$ cat src/rtl/cmd_scheduler_if.sv
// Bundle of the requester-side and phy-side signals of the SD CMD-line scheduler.
// The scheduler uses the slave modport; the environment (registers, DAT path, phy) uses master.
interface cmd_scheduler_if;
  logic         req_host;
  logic [5:0]   host_index;
  logic [31:0]  host_arg;
  logic [1:0]   host_resp_type;
  logic         req_auto;
  logic [31:0]  auto_arg;
  logic         gnt_host;
  logic         gnt_auto;
  logic         done_host;
  logic         done_auto;
  logic [135:0] resp_out;
  logic         resp_valid;
  logic         timeout_err;
  logic [37:0]  phy_command;
  logic         phy_strobe;
  logic         phy_no_response;
  logic         phy_idle;
  logic         phy_ack;
  logic         phy_strobe_in;
  logic [135:0] phy_response;
  logic         phy_ack_in;

  modport slave (
    input  req_host, host_index, host_arg, host_resp_type, req_auto, auto_arg,
           phy_strobe_in, phy_response, phy_ack_in,
    output gnt_host, gnt_auto, done_host, done_auto, resp_out, resp_valid, timeout_err,
           phy_command, phy_strobe, phy_no_response, phy_idle, phy_ack
  );

  modport master (
    output req_host, host_index, host_arg, host_resp_type, req_auto, auto_arg,
           phy_strobe_in, phy_response, phy_ack_in,
    input  gnt_host, gnt_auto, done_host, done_auto, resp_out, resp_valid, timeout_err,
           phy_command, phy_strobe, phy_no_response, phy_idle, phy_ack
  );
endinterface

$ cat src/rtl/cmd_scheduler.sv
// SD host CMD-line scheduler: round-robin arbitration between host and auto-stop (CMD12)
// requesters, strobe/response/ack sequencing of the CMD phy, and response/ack timeouts.
module cmd_scheduler #(
  parameter int TIMEOUT_CYCLES = 64,
  parameter int CNT_W          = 8
) (
  input  logic           sd_clock,
  input  logic           reset,
  cmd_scheduler_if.slave bus
);

  typedef enum logic [2:0] {
    S_IDLE, S_ISSUE, S_WAIT_RESP, S_ACK, S_WAIT_PHY_ACK, S_DONE
  } state_e;

  typedef enum logic {
    GRANT_HOST = 1'b0,
    GRANT_AUTO = 1'b1
  } grant_e;

  localparam logic [5:0]       AUTO_INDEX = 6'd12;
  localparam logic [CNT_W-1:0] CNT_LAST   = CNT_W'(TIMEOUT_CYCLES - 1);

  state_e         state_q, state_d;
  grant_e         last_grant_q, last_grant_d;   // also identifies the owner of the current command
  logic [CNT_W-1:0] cnt_q, cnt_d;
  logic           gnt_host_q, gnt_host_d;
  logic           gnt_auto_q, gnt_auto_d;
  logic           done_host_q, done_host_d;
  logic           done_auto_q, done_auto_d;
  logic [135:0]   resp_q, resp_d;
  logic           resp_valid_q, resp_valid_d;
  logic           timeout_err_q, timeout_err_d;
  logic [37:0]    cmd_q, cmd_d;
  logic           strobe_q, strobe_d;
  logic           no_resp_q, no_resp_d;
  logic           idle_q, idle_d;
  logic           ack_q, ack_d;
  logic           pick_auto;
  logic           finish_cmd;

  // NOTE: every variable gets a default at the top of always_comb so no path can infer a latch.
  always_comb begin
    state_d       = state_q;
    last_grant_d  = last_grant_q;
    cnt_d         = cnt_q;
    gnt_host_d    = 1'b0;
    gnt_auto_d    = 1'b0;
    done_host_d   = 1'b0;
    done_auto_d   = 1'b0;
    resp_d        = resp_q;
    resp_valid_d  = resp_valid_q;
    timeout_err_d = timeout_err_q;
    cmd_d         = cmd_q;
    strobe_d      = 1'b0;
    no_resp_d     = no_resp_q;
    idle_d        = 1'b0;
    ack_d         = 1'b0;
    pick_auto     = 1'b0;
    finish_cmd    = 1'b0;

    unique case (state_q)
      S_IDLE: begin
        if (bus.req_host || bus.req_auto) begin
          pick_auto = bus.req_auto && (!bus.req_host || last_grant_q == GRANT_HOST);
          if (pick_auto) begin
            gnt_auto_d   = 1'b1;
            cmd_d        = {AUTO_INDEX, bus.auto_arg};
            no_resp_d    = 1'b0;
            last_grant_d = GRANT_AUTO;
          end else begin
            gnt_host_d   = 1'b1;
            cmd_d        = {bus.host_index, bus.host_arg};
            no_resp_d    = (bus.host_resp_type == 2'd0);
            last_grant_d = GRANT_HOST;
          end
          resp_d        = '0;
          resp_valid_d  = 1'b0;
          timeout_err_d = 1'b0;
          state_d       = S_ISSUE;
        end
      end

      S_ISSUE: begin
        strobe_d = 1'b1;
        cnt_d    = '0;
        state_d  = S_WAIT_RESP;
      end

      // A set timeout_err marks the abort cycle that follows the phy_idle pulse.
      S_WAIT_RESP: begin
        if (timeout_err_q) begin
          finish_cmd = 1'b1;
        end else if (bus.phy_strobe_in) begin
          resp_d       = no_resp_q ? '0 : bus.phy_response;
          resp_valid_d = !no_resp_q;
          ack_d        = 1'b1;
          state_d      = S_ACK;
        end else if (cnt_q == CNT_LAST) begin
          idle_d        = 1'b1;
          timeout_err_d = 1'b1;
        end else begin
          cnt_d = cnt_q + CNT_W'(1);
        end
      end

      S_ACK: begin
        cnt_d   = '0;
        state_d = S_WAIT_PHY_ACK;
      end

      S_WAIT_PHY_ACK: begin
        if (timeout_err_q || bus.phy_ack_in) begin
          finish_cmd = 1'b1;
        end else if (cnt_q == CNT_LAST) begin
          idle_d        = 1'b1;
          timeout_err_d = 1'b1;
        end else begin
          cnt_d = cnt_q + CNT_W'(1);
        end
      end

      S_DONE: begin
        no_resp_d = 1'b0;
        state_d   = S_IDLE;
      end

      default: state_d = S_IDLE;
    endcase

    if (finish_cmd) begin
      done_host_d = (last_grant_q == GRANT_HOST);
      done_auto_d = (last_grant_q == GRANT_AUTO);
      state_d     = S_DONE;
    end
  end

  // NOTE: state registers use non-blocking assignments and reset asynchronously; the response
  // register is reset too because its value is visible on resp_out.
  always_ff @(posedge sd_clock or negedge reset) begin
    if (!reset) begin
      state_q       <= S_IDLE;
      last_grant_q  <= GRANT_HOST;
      cnt_q         <= '0;
      gnt_host_q    <= 1'b0;
      gnt_auto_q    <= 1'b0;
      done_host_q   <= 1'b0;
      done_auto_q   <= 1'b0;
      resp_q        <= '0;
      resp_valid_q  <= 1'b0;
      timeout_err_q <= 1'b0;
      cmd_q         <= '0;
      strobe_q      <= 1'b0;
      no_resp_q     <= 1'b0;
      idle_q        <= 1'b0;
      ack_q         <= 1'b0;
    end else begin
      state_q       <= state_d;
      last_grant_q  <= last_grant_d;
      cnt_q         <= cnt_d;
      gnt_host_q    <= gnt_host_d;
      gnt_auto_q    <= gnt_auto_d;
      done_host_q   <= done_host_d;
      done_auto_q   <= done_auto_d;
      resp_q        <= resp_d;
      resp_valid_q  <= resp_valid_d;
      timeout_err_q <= timeout_err_d;
      cmd_q         <= cmd_d;
      strobe_q      <= strobe_d;
      no_resp_q     <= no_resp_d;
      idle_q        <= idle_d;
      ack_q         <= ack_d;
    end
  end

  assign bus.gnt_host        = gnt_host_q;
  assign bus.gnt_auto        = gnt_auto_q;
  assign bus.done_host       = done_host_q;
  assign bus.done_auto       = done_auto_q;
  assign bus.resp_out        = resp_q;
  assign bus.resp_valid      = resp_valid_q;
  assign bus.timeout_err     = timeout_err_q;
  assign bus.phy_command     = cmd_q;
  assign bus.phy_strobe      = strobe_q;
  assign bus.phy_no_response = no_resp_q;
  assign bus.phy_idle        = idle_q;
  assign bus.phy_ack         = ack_q;

endmodule

$ cat src/flat_wrapper.sv
// flat-port wrapper written by rule: the top's interface ports become plain ports
module cmd_scheduler_flat 
#(
  parameter int TIMEOUT_CYCLES = 64,
  parameter int CNT_W          = 8
)
  (sd_clock, reset, bus_req_host, bus_host_index, bus_host_arg, bus_host_resp_type, bus_req_auto, bus_auto_arg, bus_phy_strobe_in, bus_phy_response, bus_phy_ack_in, bus_gnt_host, bus_gnt_auto, bus_done_host, bus_done_auto, bus_resp_out, bus_resp_valid, bus_timeout_err, bus_phy_command, bus_phy_strobe, bus_phy_no_response, bus_phy_idle, bus_phy_ack);
  cmd_scheduler_if bus_i ();
  input  logic sd_clock;
  input  logic reset;
  input wire logic [$bits(bus_i.req_host)-1:0] bus_req_host;
  input wire logic [$bits(bus_i.host_index)-1:0] bus_host_index;
  input wire logic [$bits(bus_i.host_arg)-1:0] bus_host_arg;
  input wire logic [$bits(bus_i.host_resp_type)-1:0] bus_host_resp_type;
  input wire logic [$bits(bus_i.req_auto)-1:0] bus_req_auto;
  input wire logic [$bits(bus_i.auto_arg)-1:0] bus_auto_arg;
  input wire logic [$bits(bus_i.phy_strobe_in)-1:0] bus_phy_strobe_in;
  input wire logic [$bits(bus_i.phy_response)-1:0] bus_phy_response;
  input wire logic [$bits(bus_i.phy_ack_in)-1:0] bus_phy_ack_in;
  output wire logic [$bits(bus_i.gnt_host)-1:0] bus_gnt_host;
  output wire logic [$bits(bus_i.gnt_auto)-1:0] bus_gnt_auto;
  output wire logic [$bits(bus_i.done_host)-1:0] bus_done_host;
  output wire logic [$bits(bus_i.done_auto)-1:0] bus_done_auto;
  output wire logic [$bits(bus_i.resp_out)-1:0] bus_resp_out;
  output wire logic [$bits(bus_i.resp_valid)-1:0] bus_resp_valid;
  output wire logic [$bits(bus_i.timeout_err)-1:0] bus_timeout_err;
  output wire logic [$bits(bus_i.phy_command)-1:0] bus_phy_command;
  output wire logic [$bits(bus_i.phy_strobe)-1:0] bus_phy_strobe;
  output wire logic [$bits(bus_i.phy_no_response)-1:0] bus_phy_no_response;
  output wire logic [$bits(bus_i.phy_idle)-1:0] bus_phy_idle;
  output wire logic [$bits(bus_i.phy_ack)-1:0] bus_phy_ack;
  assign bus_i.req_host = bus_req_host;
  assign bus_i.host_index = bus_host_index;
  assign bus_i.host_arg = bus_host_arg;
  assign bus_i.host_resp_type = bus_host_resp_type;
  assign bus_i.req_auto = bus_req_auto;
  assign bus_i.auto_arg = bus_auto_arg;
  assign bus_i.phy_strobe_in = bus_phy_strobe_in;
  assign bus_i.phy_response = bus_phy_response;
  assign bus_i.phy_ack_in = bus_phy_ack_in;
  assign bus_gnt_host = bus_i.gnt_host;
  assign bus_gnt_auto = bus_i.gnt_auto;
  assign bus_done_host = bus_i.done_host;
  assign bus_done_auto = bus_i.done_auto;
  assign bus_resp_out = bus_i.resp_out;
  assign bus_resp_valid = bus_i.resp_valid;
  assign bus_timeout_err = bus_i.timeout_err;
  assign bus_phy_command = bus_i.phy_command;
  assign bus_phy_strobe = bus_i.phy_strobe;
  assign bus_phy_no_response = bus_i.phy_no_response;
  assign bus_phy_idle = bus_i.phy_idle;
  assign bus_phy_ack = bus_i.phy_ack;
  cmd_scheduler #(.TIMEOUT_CYCLES(TIMEOUT_CYCLES), .CNT_W(CNT_W)) u_core (.sd_clock(sd_clock), .reset(reset), .bus(bus_i));
endmodule
$ cat config.mk
export PLATFORM = sky130hd
export DESIGN_NAME = cmd_scheduler_flat
export DESIGN_NICKNAME = d
export VERILOG_FILES = /design/src/rtl/cmd_scheduler_if.sv /design/src/rtl/cmd_scheduler.sv /design/src/flat_wrapper.sv
export SDC_FILE = /design/constraint.sdc
export NUM_CORES = 1
export LEC_CHECK = 0
export BUFFER_PORTS_ARGS = -buffer_cell sky130_fd_sc_hd__buf_2
export CORE_AREA = 2 2 153 155
export DETAILED_ROUTE_END_ITERATION = 10
export DIE_AREA = 0 0 155 157
export SLEW_MARGIN = 20
export SYNTH_ARGS = -nofsm -noshare
export SYNTH_HDL_FRONTEND = slang
export SYNTH_SLANG_ARGS = --single-unit
$ cat constraint.sdc
create_clock -name sd_clock -period 2.8 [get_ports sd_clock]
set_clock_uncertainty 0.2 [all_clocks]
set_input_delay 0.28 -clock sd_clock [delete_from_list [all_inputs] [get_ports sd_clock]]
set_output_delay 0.28 -clock sd_clock [all_outputs]
set_load 0.03 [all_outputs]
==> metrics.cfg <==
[sta]
setup_viol = 0
hold-worst-slack_ns = 0.00974
layout_min_cycle_time_ns = 2.45
final_critical_path_share_of_the_clock_period_pct = 87.6
hold_viol = 0
timing.slew.headroom_pct = 54.3
finalMaxSlewViolations = 0
maxClockFrequency_ghz = 0.408
worstMarginPinSlew_ns = 0.685
rsz0062_at_grt = false
fin_setup_tns_ns = 0

[global_routing]
grt_overflow = 0
met3_usage_pct = 5.26
met1_usage_pct = 23.7
grt_util_met2_pct = 34.6
first_pass_grt_wire_length_um = 38400
gr-max-usage-layer = met2
vias_in_the_first_global_route = 7344
grt_use_total_pct = 19.8
largest_net_degree_at_the_start_of_global_routing = 138
antenna_found_initial = 0

[routing]
firstDrtPassIters = 5
drt_iter0_drc = 672
avgViaCountPerCell = 4.95
ant_nets = 0
route.vias.total = 7200
post_drt_wl_per_cell_um = 17.3
drc = 0
routed_wirelength_um = 25200

[yosys]
mappedNetlistNets = 782
sequential_cell_area_fraction_in_the_yosys_report_pct = 65.9
dominantRegCellSynth = dfrtp_1
synth_cell_area_um2 = 7440
synth-edff-count = 0
postSynthAreaPerCell_um2 = 13.1
synthesis.yosys.warnings = 0
synth_largest_area_cell = dfrtp_1
synth.ff_latch_count = 196
yosysTopAreaCellShare_pct = 65.9
leading_cell_types_by_total_area_after_synthesis = dfrtp_1 (66%), a22o_1 (17%), nand2_1 (3.6%), a22oi_1 (3.5%), clkbuf_1 (1.5%)
synth_cell_types = 40
synth-async-reset-ratio_pct = 100
postSynthCellCount = 567

[setup_path]
crit_path_top_delay_cell = dlygate4sd3_1
critPathMaxStageDelay_ns = 0.55
kind_of_end_point_of_the_critical_path = flop
cp_required_ns = 2.96
crit_path_max_fanout = 34
cells_along_the_critical_path = nor3_4 -> and3_1 -> buf_4 -> a22oi_1 -> nand2_1 -> dlygate4sd3_1
timing_worst_setup_path_type = flop to flop
worstPathArrival_ns = 2.62
cp-start-kind = flop

[power]
power-per-cell-area_nw_per_um2 = 999
cellInternalPower_mw = 7.11
net-switching-power_mw = 5.25
share_clk_of_total_power_pct = 18.9
static-leakage-power_nw = 6.61
power_mw = 12.4
vdd_ir_drop_max_mv = 0.727
p_sw_share_pct = 42.5
sequentialPowerShare_pct = 34.1
p_comb_share_pct = 47.0

[die]
fp.dieArea_um2 = 24300
die_h_um = 157
num_rows = 55
die_x_um = 155
std_cell_core_area_um2 = 22500
ios = 398
floorplan.initialDensity_pct = 33.1

[clock_network]
clock_insertion_delay_worst_skew_ns = 0.42
cts_max_level = 4
cts_buffer_depth = 2
clk_transition_reported_paths_ns = 0.08
tritoncts = done
post-cts-setup-buffer-count = 0
numCtsBuffers = 17
cts_sinks = 196
clockRootBuffer = clkbuf_16
cts_resized = 0

[flow_run]
cap_viol_max_count = 0

[placement]
finalWeightedCongestion = 0.772
hpwlAfterDp_um = 15300
place_area_um2 = 9730
numPortBuffers = 397

[layout]
area.growth.synth_to_final_pct = 66.3
register_area_um2 = 4900
filler_cell_count = 1840
layout.nets = 1373
antenna-diode-count = 0
post-route-cell-area_um2 = 12400
final_layout_size_suffix_gt1_share_pct = 38.0
area_used_by_multi_input_combinational_logic_um2 = 2280
finalCoreUtilization_pct = 55.0

[run_status]
status = finished, final reports clean

[min_path]
hold_crit_class = input pin to flop

## state kept, by name, indices dropped and copies added (netlist names)
| signal | flops |
|---|---|
| u_core.state_q | 3 |
| u_core.bus.resp_out | 136 |
| u_core.bus.done_host | 1 |
| u_core.bus.phy_idle | 1 |
| u_core.bus.timeout_err | 1 |
| u_core.bus.phy_ack | 1 |
| u_core.bus.done_auto | 1 |
| u_core.bus.phy_no_response | 1 |
| u_core.bus.phy_command | 38 |
| u_core.bus.phy_strobe | 1 |
| u_core.cnt_q | 8 |
| u_core.last_grant_q | 1 |
| u_core.bus.resp_valid | 1 |
| u_core.bus.gnt_auto | 1 |
| u_core.bus.gnt_host | 1 |
## placed cells by master (no fill, tap or decap), types with 2 or more instances in the layout
| master | count |
|---|---|
| inv_8 | 2 |
| nor2_1 | 8 |
| nand3_1 | 5 |
| clkinv_8 | 2 |
| a22oi_1 | 35 |
| dlygate4sd3_1 | 208 |
| mux2i_1 | 4 |
| clkbuf_16 | 17 |
| nand4_1 | 2 |
| inv_1 | 7 |
| buf_4 | 8 |
| a21oi_1 | 3 |
| clkbuf_8 | 2 |
| clkinvlp_4 | 2 |
| o22ai_1 | 5 |
| a21o_1 | 3 |
| clkinv_4 | 5 |
| nor3b_1 | 3 |
| and2_1 | 4 |
| buf_2 | 396 |
| o21ai_0 | 3 |
| and3_1 | 3 |
| buf_12 | 5 |
| dfrtp_1 | 196 |
| a22o_1 | 142 |
| nand2_1 | 72 |
| nor2b_1 | 2 |
| nand2b_1 | 5 |
## timing repair
item,4_1_cts,5_1_grt
endpoints found under the setup margin,0,0
hold buffers,208,0
hold endpoints to repair,228,0
## power groups by stage
| stage | sequential (mW) | clock (mW) | combinational, mW |
|---|---|---|---|
| final | 4.21 | 2.34 | 5.81 |
| after global routing | 4.31 | 2.51 | 6.20 |
| after CTS | 4.19 | 2.41 | 5.76 |
| after detailed placement | 4.21 | 0 | 5.14 |
| after global placement | 4.24 | 0 | 5.06 |
| after floorplan | 5.70 | 0 | 2.07 |
## per-layer routing
layer  part of all wire [%]  routed length [um]
met1                     40               10000
met2                     50               12500
met3                    8.0                2000
met4                    2.5                 619
met5                      0                   0
## metrics by stage
step           instances  worst slack [ns]
3_5_place_dp        1216             0.424
3_3_place_gp        1216             0.500
5_1_grt             1455             0.218
2_1_floorplan        567             0.788
6_report            1455             0.348
4_1_cts             1455             0.381
## critical path, delay by kind of cell, from the launching register on
family	cells	cell delay [ns]
AOI/OAI and AO/OA	1	0.17
buffers and inverters	2	0.89
and+or+nand+nor	3	0.61
DFF	1	0.52
## cell families (layout without fill, tap and decap cells)
logic type | count (synthesis) | after routing | synth area share (%)
AO/OA/AOI/OAI | 200 | 200 | 22.6
flip-flops | 196 | 196 | 65.9
AND/OR/NAND/NOR | 111 | 111 | 6.83
buffers and inverters | 53 | 656 | 3.65
multiplexers | 5 | 5 | 0.689
adder cells (fa/ha/maj) | 1 | 1 | 0.168
XOR/XNOR | 1 | 1 | 0.118
## synth_stat cells, types with 5 or more instances
master    count
buf_4        13
nor2_1        8
inv_1         7
a22o_1      143
o22ai_1       5
nand2_1      72
nand2b_1      5
a22oi_1      35
dfrtp_1     196
clkbuf_1     29
nand3_1       5
## path summary, 6_finish.rpt
path | startpoint | to | slack [ns] | depth (start not counted)
min in group asynchronous | reset | u_core.bus.phy_command[34] | 0.19 | 2
hold reg to reg | u_core.bus.resp_valid | u_core.bus.resp_valid | 0.29 | 1
max in group asynchronous | reset | u_core.bus.resp_out[132] | 1.42 | 3
setup / recovery | u_core.state_q[0] | u_core.bus.phy_command[24] | 0.35 | 6
setup reg to reg | u_core.state_q[0] | u_core.bus.phy_command[24] | 0.35 | 6
hold / removal | bus_host_resp_type[0] | u_core.bus.phy_no_response | 0.01 | 4
## area by class of cell
cell class / count / area share (%)
Sequential cell: 196 / 39.6
Timing Repair Buffer: 618 / 34.3
Multi-Input combinational cell: 318 / 18.4
Clock buffer: 19 / 3.58
Tap cell: 285 / 2.88
Clock inverter: 12 / 0.991
Inverter: 7 / 0.212
(Power assumes the default switching activity.)
